`config.mk`:
```
export PLATFORM = sky130hd
export DESIGN_NAME = dmem_arbiter
export DESIGN_NICKNAME = d
export VERILOG_FILES = /design/src/rtl/dmem_arbiter.sv
export SDC_FILE = /design/constraint.sdc
export NUM_CORES = 1
export LEC_CHECK = 0
export ABC_AREA = 1
export BUFFER_PORTS_ARGS = -buffer_cell sky130_fd_sc_hd__buf_2
export CORE_AREA = 5 5 107 109
export CTS_CLUSTER_SIZE = 20
export DETAILED_ROUTE_END_ITERATION = 16
export DIE_AREA = 0 0 112 114
export HOLD_SLACK_MARGIN = 0.15
export PLACE_DENSITY = 0.82
export SLEW_MARGIN = 20
export SYNTH_ARGS = -nofsm -noshare
export SYNTH_HDL_FRONTEND = slang
export SYNTH_SLANG_ARGS = --single-unit
export TNS_END_PERCENT = 1
```
`constraint.sdc`:
```
create_clock -name clock -period 2.2 [get_ports clock]
set_clock_uncertainty 0.15 [all_clocks]
set_input_delay 0.44 -clock clock [delete_from_list [all_inputs] [get_ports clock]]
set_output_delay 0.44 -clock clock [all_outputs]
set_load 0.02 [all_outputs]
```
`src/rtl/dmem_arbiter.sv`:
```
// dmem_arbiter: shares single-port dmem between the CPU memory stage and two peripherals.
// CPU has priority; peripherals round-robin, with a wait counter that preempts the CPU when saturated.
module dmem_arbiter #(
    parameter int ADDR_W   = 12,
    parameter int DATA_W   = 32,
    parameter int MAX_WAIT = 8
) (
    input  logic              clock,
    input  logic              reset,
    input  logic              cpu_req,
    input  logic              cpu_wren,
    input  logic [ADDR_W-1:0] cpu_addr,
    input  logic [DATA_W-1:0] cpu_wdata,
    output logic              cpu_stall,
    output logic [DATA_W-1:0] cpu_rdata,
    input  logic              p0_req,
    input  logic              p0_wren,
    input  logic [ADDR_W-1:0] p0_addr,
    input  logic [DATA_W-1:0] p0_wdata,
    output logic              p0_gnt,
    input  logic              p1_req,
    input  logic              p1_wren,
    input  logic [ADDR_W-1:0] p1_addr,
    input  logic [DATA_W-1:0] p1_wdata,
    output logic              p1_gnt,
    output logic [1:0]        per_rvalid,
    output logic [DATA_W-1:0] per_rdata,
    output logic [ADDR_W-1:0] mem_addr,
    output logic [DATA_W-1:0] mem_data,
    output logic              mem_wren,
    input  logic [DATA_W-1:0] mem_q
);
    typedef enum logic [1:0] {OWN_IDLE, OWN_CPU, OWN_P0, OWN_P1} owner_t;

    localparam logic [7:0] WMAX = 8'(MAX_WAIT);

    logic [7:0] wait_0, wait_1;
    logic       rr_ptr;
    logic       starve_0, starve_1;
    owner_t     owner, tie;

    assign starve_0 = p0_req && (wait_0 == WMAX);
    assign starve_1 = p1_req && (wait_1 == WMAX);
    assign tie      = rr_ptr ? OWN_P1 : OWN_P0;

    always_comb begin
        owner = (starve_0 && starve_1) ? tie :
                starve_0               ? OWN_P0 :
                starve_1               ? OWN_P1 :
                cpu_req                ? OWN_CPU :
                (p0_req && p1_req)     ? tie :
                p0_req                 ? OWN_P0 :
                p1_req                 ? OWN_P1 : OWN_IDLE;
    end

    assign p0_gnt    = (owner == OWN_P0);
    assign p1_gnt    = (owner == OWN_P1);
    assign cpu_stall = cpu_req && (owner != OWN_CPU);
    assign cpu_rdata = mem_q;

    always_comb begin
        mem_wren = (owner == OWN_CPU) ? cpu_wren :
                   (owner == OWN_P0)  ? p0_wren  :
                   (owner == OWN_P1)  ? p1_wren  : 1'b0;
        mem_addr = (owner == OWN_CPU) ? cpu_addr :
                   (owner == OWN_P0)  ? p0_addr  :
                   (owner == OWN_P1)  ? p1_addr  : '0;
        mem_data = (owner == OWN_CPU) ? cpu_wdata :
                   (owner == OWN_P0)  ? p0_wdata  :
                   (owner == OWN_P1)  ? p1_wdata  : '0;
    end

    // dmem is clocked on the falling edge, so mem_q already holds this cycle's read here
    always_ff @(posedge clock or posedge reset) begin
        if (reset) begin
            wait_0     <= '0;
            wait_1     <= '0;
            rr_ptr     <= 1'b0;
            per_rvalid <= '0;
            per_rdata  <= '0;
        end else begin
            wait_0     <= (!p0_req || p0_gnt) ? 8'd0 : (wait_0 == WMAX) ? WMAX : wait_0 + 8'd1;
            wait_1     <= (!p1_req || p1_gnt) ? 8'd0 : (wait_1 == WMAX) ? WMAX : wait_1 + 8'd1;
            rr_ptr     <= p0_gnt ? 1'b1 : p1_gnt ? 1'b0 : rr_ptr;
            per_rvalid <= {p1_gnt && !p1_wren, p0_gnt && !p0_wren};
            per_rdata  <= ((p0_gnt && !p0_wren) || (p1_gnt && !p1_wren)) ? mem_q : per_rdata;
        end
    end
endmodule
```
Word level (Yosys, flattened, before mapping)
Cells that the tools add are included.
{"block": "totals", "ff_bits": 51, "inputBits": 172}
{"block": "op_classes", "n_eq_ne": 6, "addsub": 2, "n_reduce_logical": 15, "n_mux": 23}
{"operator": "two-way mux 32 bit", "count": 3}
{"operator": "two-way mux 12 bit", "count": 3}
{"operator": "two-way mux 8 bit", "count": 4}
{"operator": "adder 8 x 1 -> 8 bit (second input constant)", "count": 2}
{"operator": "equality test 8 x 4 -> 1 bit (second input constant)", "count": 2}
{"operator": "two-way mux 2 bit", "count": 7}
{"operator": "logical AND 1 bit", "count": 7}
{"operator": "two-way mux 1 bit", "count": 6}
{"operator": "equality test 2 bit (second input constant)", "count": 2}
{"operator": "zero test 1 bit", "count": 4}
{"operator": "logical OR 1 bit", "count": 3}
{"operator": "equality test 2 x 1 -> 1 bit (second input constant)", "count": 1}
{"operator": "inequality test 2 x 1 -> 1 bit (second input constant)", "count": 1}
{"operator": "nonzero test 2 bit", "count": 1}

Logic depth before layout (Yosys ltp)
{"block": "depth", "depth_word": 11, "depth_mapped": 13, "ltp_nobuf": 12}

Worst setup path after synthesis
OpenSTA, ideal clock, no wires.
{"block": "synth_timing", "path_type": "flip-flop to output port", "start": "reg wait_0[0]", "end": "out mem_data[22]", "setup_slack_ps": -155, "t_required_ps": 1610, "path_stages_with_launch": 12, "arrival_ps": 1765, "path_cell_list": "dfrtp_1 > inv_1 > ha_1 > nand3_1 > nor2_2 > nand2_2 > nand3_2 > nand3_1 > inv_2 > buf_2 > nand2_1 > nand3_1"}
{"block": "synth_between", "elab_chain_cells": 8, "word_cells_on_any_way": 11, "classes_between": "4 x eq/ne; 5 x mux; 2 x reduce/logical"}
{"element": "from (decl)", "line_no": "37", "text": "logic [7:0] wait_0, wait_1;"}
{"element": "from (signal assigned)", "line_no": "82", "text": "wait_0 <= (!p0_req || p0_gnt) ? 8'd0 : (wait_0 == WMAX) ? WMAX : wait_0 + 8'd1;"}
{"element": "equality test 8 x 4 -> 1 bit (*)", "line_no": "42", "text": "assign starve_0 = p0_req && (wait_0 == WMAX);"}
{"element": "logical AND 1 bit (*)", "line_no": "42"}
{"element": "two-way mux 2 bit or logical AND 1 bit (tied branches)", "line_no": "48, 47"}
{"element": "two-way mux 2 bit (*)", "line_no": "47", "text": "owner = (starve_0 && starve_1) ? tie :"}
{"element": "equality test 2 bit (*)"}
{"element": "via p1_gnt", "line_no": "25", "text": "output logic p1_gnt,"}
{"element": "two-way mux 32 bit (*)", "line_no": "70", "text": "(owner == OWN_P1) ? p1_wdata : '0;"}
{"element": "two-way mux 32 bit (*)", "line_no": "69", "text": "(owner == OWN_P0) ? p0_wdata :"}
{"element": "two-way mux 32 bit (*)", "line_no": "68", "text": "mem_data = (owner == OWN_CPU) ? cpu_wdata :"}
{"element": "to (decl)", "line_no": "29", "text": "output logic [DATA_W-1:0] mem_data,"}
The timed path passes the listed nets; every way through them passes the cells marked *.

Worst setup path in the final report
{"block": "layout_timing", "start": "reg wait_1[1]", "end": "out mem_data[11]"}
{"block": "layout_between", "elab_chain_cells": 9, "word_cells_on_any_way": 12, "classes_between": "4 x eq/ne; 6 x mux; 2 x reduce/logical"}
{"element": "from (decl)", "line_no": "37"}
{"element": "from (signal assigned)", "line_no": "83", "text": "wait_1 <= (!p1_req || p1_gnt) ? 8'd0 : (wait_1 == WMAX) ? WMAX : wait_1 + 8'd1;"}
{"element": "equality test 8 x 4 -> 1 bit (*)", "line_no": "43", "text": "assign starve_1 = p1_req && (wait_1 == WMAX);"}
{"element": "logical AND 1 bit (*)", "line_no": "43"}
{"element": "two-way mux 2 bit", "line_no": "49", "text": "starve_1 ? OWN_P1 :"}
{"element": "two-way mux 2 bit", "line_no": "48", "text": "starve_0 ? OWN_P0 :"}
{"element": "two-way mux 2 bit (*)", "line_no": "47"}
{"element": "equality test 2 bit", "line_no": "70"}
{"element": "two-way mux 32 bit", "line_no": "70"}
{"element": "two-way mux 32 bit", "line_no": "69"}
{"element": "two-way mux 32 bit (*)", "line_no": "68"}
Every way passes the cells marked *; elsewhere a longest branch is shown, timed or not.

==> flow_summary.ini <==
[synth]
ys_warn_count = 0
synthesis.area_mm2 = 0.003326
ys_ff_latch = 51
syn_inst = 486
syn_avg_cell_area_um2 = 6.843
yosysUniqueCellTypes = 24
seq_area_frac_synth_pct = 38.37
syn-num-nets = 662

[worst_hold_path]
min_path_cells = 3
hold-path-endpoint = per_rdata[30]
min-delay-start = mem_q[30]
hp-class = in2reg

[setup_path]
startpoint_type = flip-flop
crit_family = simple AND/OR/NAND/NOR gates
cp.required_ns = 1.61
max_stage_delay_ns = 0.41
crit_start = wait_1[1]
endpoint_kind = output port
critPathKind = reg2out
slowest_stage = dfrtp_1
r2r_slack_ns = -0.06
crit_top_cell = nand2_2
r2r-start = wait_1[1]
ff2ff_path_depth = 14
worstReg2RegEnd = per_rdata[13]
cp_num_cells = 13
critical_path.cell_chain = inv_2 > ha_4 > nand2_1 > nor2_1 > nand4_1 > nand2_2 > nand2_4 > nand2_8 > clkinv_8 > clkbuf_16 > nand2_2 > nand3_2 > buf_6
cp_num_buf_inv = 4
arrival_ns = 2.18
crit_fanout = 5

[power_and_ir_drop]
power.total_mw = 3.156
seq_power_share_pct = 36.6
p_comb_share_pct = 45.5
p_leak_nw = 3.401
clkPwrFrac_pct = 17.9
ir_worst_vdd_mv = 0.3888
p_switching_mw = 1.227
cellPowerDensity_mw_per_mm2 = 539.8
swShare_pct = 38.88
intPower_mw = 1.929

[detailed_routing]
dr_total_vias = 4419
via_per_inst = 4.803
wirelength_mm = 14.71
dr.pass1.iters = 5
drtIter0Drc = 317
postRouteAntennaNets = 0
drc = 0
wl_per_cell_um = 15.98

[floorplanning]
num_rows = 38
die_x_um = 112
start_util_pct = 31.65
die-area_mm2 = 0.01277
core_mm2 = 0.01051
die_h_um = 114
ios = 286

[clock_network]
cts_tree = done
root_buffer = clkbuf_8
cts_sinks = 51
clockBufferDepth = 2
clk_latency_ns = 0.30
clkTransAtPathRegs_ns = 0.10
htree_levels = 2
numCtsBuffers = 5

[cells_and_area]
nNetsFinal = 953
most-common-layout-cells = buf_2 (244), nand2_1 (197), dfrtp_1 (51), nand3_2 (47), buf_4 (44)
finish.utilization_pct = 55.64
final_common_cell = buf_2
syn_to_final_growth_pct = 75.81
layout-drive-gt1-share_pct = 55.14

[grt]
grt_pass1_wl_mm = 19.99
grt.overflow.total = 0
grt_max_degree = 33
grt_pass1_vias = 4188
antenna_found_initial = 2
grtUsageTotal_pct = 19.18

[sta]
report.final.slew_viol_count = 0
finalHoldViolCount = 0
setup_viol = 80
grt_setup_unrepaired = true
fin_crit_ns = 2.772
fin_crit_sh_pct = 126.0
setup_ws_ns = -0.5716
worst_slew_pin_slew_ns = 0.4613
relSlewSlack_pct = 69.01
max_freq_mhz = 360.8

[place]
routabilityCongestion = 0.9571
post-place-ws_ns = -0.2039
dp_hpwl_mm = 10.96
numPortBuffers = 285

[status]
outcome = finished with violations
violations = negative setup slack

[run]
max-cap-violations = 0
synth_stat cells (all sizes together):
cell type	n	area share (%)
nor3	4	0.60
dfrtp	51	38
o21ai	6	0.90
nor2	23	2.7
xor2	6	1.6
nand4	4	0.94
clkbuf	5	0.56
ha	4	1.5
a21oi	2	0.30
inv	20	2.3
nand2	221	25
nand3	86	13
buf	48	10
o211ai	1	0.23
or2	3	0.56
xnor2	2	0.53
worst reg2reg max path: cells and delay by family (launching register included):
family                     cells  cell delay, ns
and+or+nand+nor                9            0.94
adders and majority gates      1            0.13
buffers and inverters          4            0.52
DFF                            1            0.41
power groups by stage:
stage                     Sequential, mW  Combinational [mW]  Clock [mW]
final                               1.16                1.43       0.565
after global placement              1.17                1.21           0
after CTS                           1.16                1.25       0.595
after floorplan                     1.33               0.580           0
after global routing                1.17                1.54       0.632
after detailed placement            1.16                1.24           0
what timing repair did:
action / in CTS / in global routing
pin swaps: 0 / 5
setup buffers: 0 / 7
gates resized for setup: 10 / 110
hold buffers: 1 / 0
gates cloned: 1 / 9
endpoints found under the setup margin: 48 / 78
endpoints found under the hold margin: 12 / 0
worst max path at each step:
stage                    to  slack, ns
3_3_place_gp   mem_data[15]      -0.17
2_1_floorplan  mem_data[22]       0.01
6_report       mem_data[11]      -0.57
4_1_cts         mem_data[3]      -0.51
3_5_place_dp   mem_data[20]      -0.20
5_1_grt         mem_addr[2]      -0.73
registers in the layout, summed over array words and instances (netlist names):
signal	count
wait_1	8
per_rvalid	2
wait_0	8
rr_ptr	1
per_rdata	32
through the flow:
step	hold WS [ns]	setup TNS, ns	area [um^2]	instances
after floorplan	0.2915	0	3548	486
after global placement	0.2635	-6.785	5082	892
after detailed placement	0.2644	-7.835	5082	892
after CTS	0.1630	-23.65	5241	902
after global routing	0.1650	-38.66	5847	920
final	0.1787	-25.42	5847	920
layer usage:
| layer | part of all wire [%] | track usage (%) |
|---|---|---|
| met5 | 0 | 0 |
| met4 | 4.0 | 7.051 |
| met3 | 8.2 | 4.244 |
| met2 | 52 | 35.09 |
| met1 | 36 | 21.95 |
cell families after synthesis:
| group | after synthesis | share of synthesized area [%] |
|---|---|---|
| AO/OA/AOI/OAI | 9 | 1.429 |
| XOR/XNOR | 8 | 2.107 |
| adder cells (fa/ha/maj) | 4 | 1.505 |
| buffers and inverters | 73 | 13.32 |
| flip-flops | 51 | 38.37 |
| AND/OR/NAND/NOR | 341 | 43.27 |
cell type report:
type / count / area [um^2]
diodes: 2 / 5.005
repair buffers: 336 / 2251
repair inverters: 1 / 8.758
well taps: 140 / 175.2
clock buffers: 5 / 68.82
fillers: 972 / 4661
flip-flops and latches: 51 / 1276
multi-input cells: 362 / 1941
inverters: 20 / 95.09
clock inverters: 3 / 26.28
Note: power is estimated with default switching activity, not from simulation.
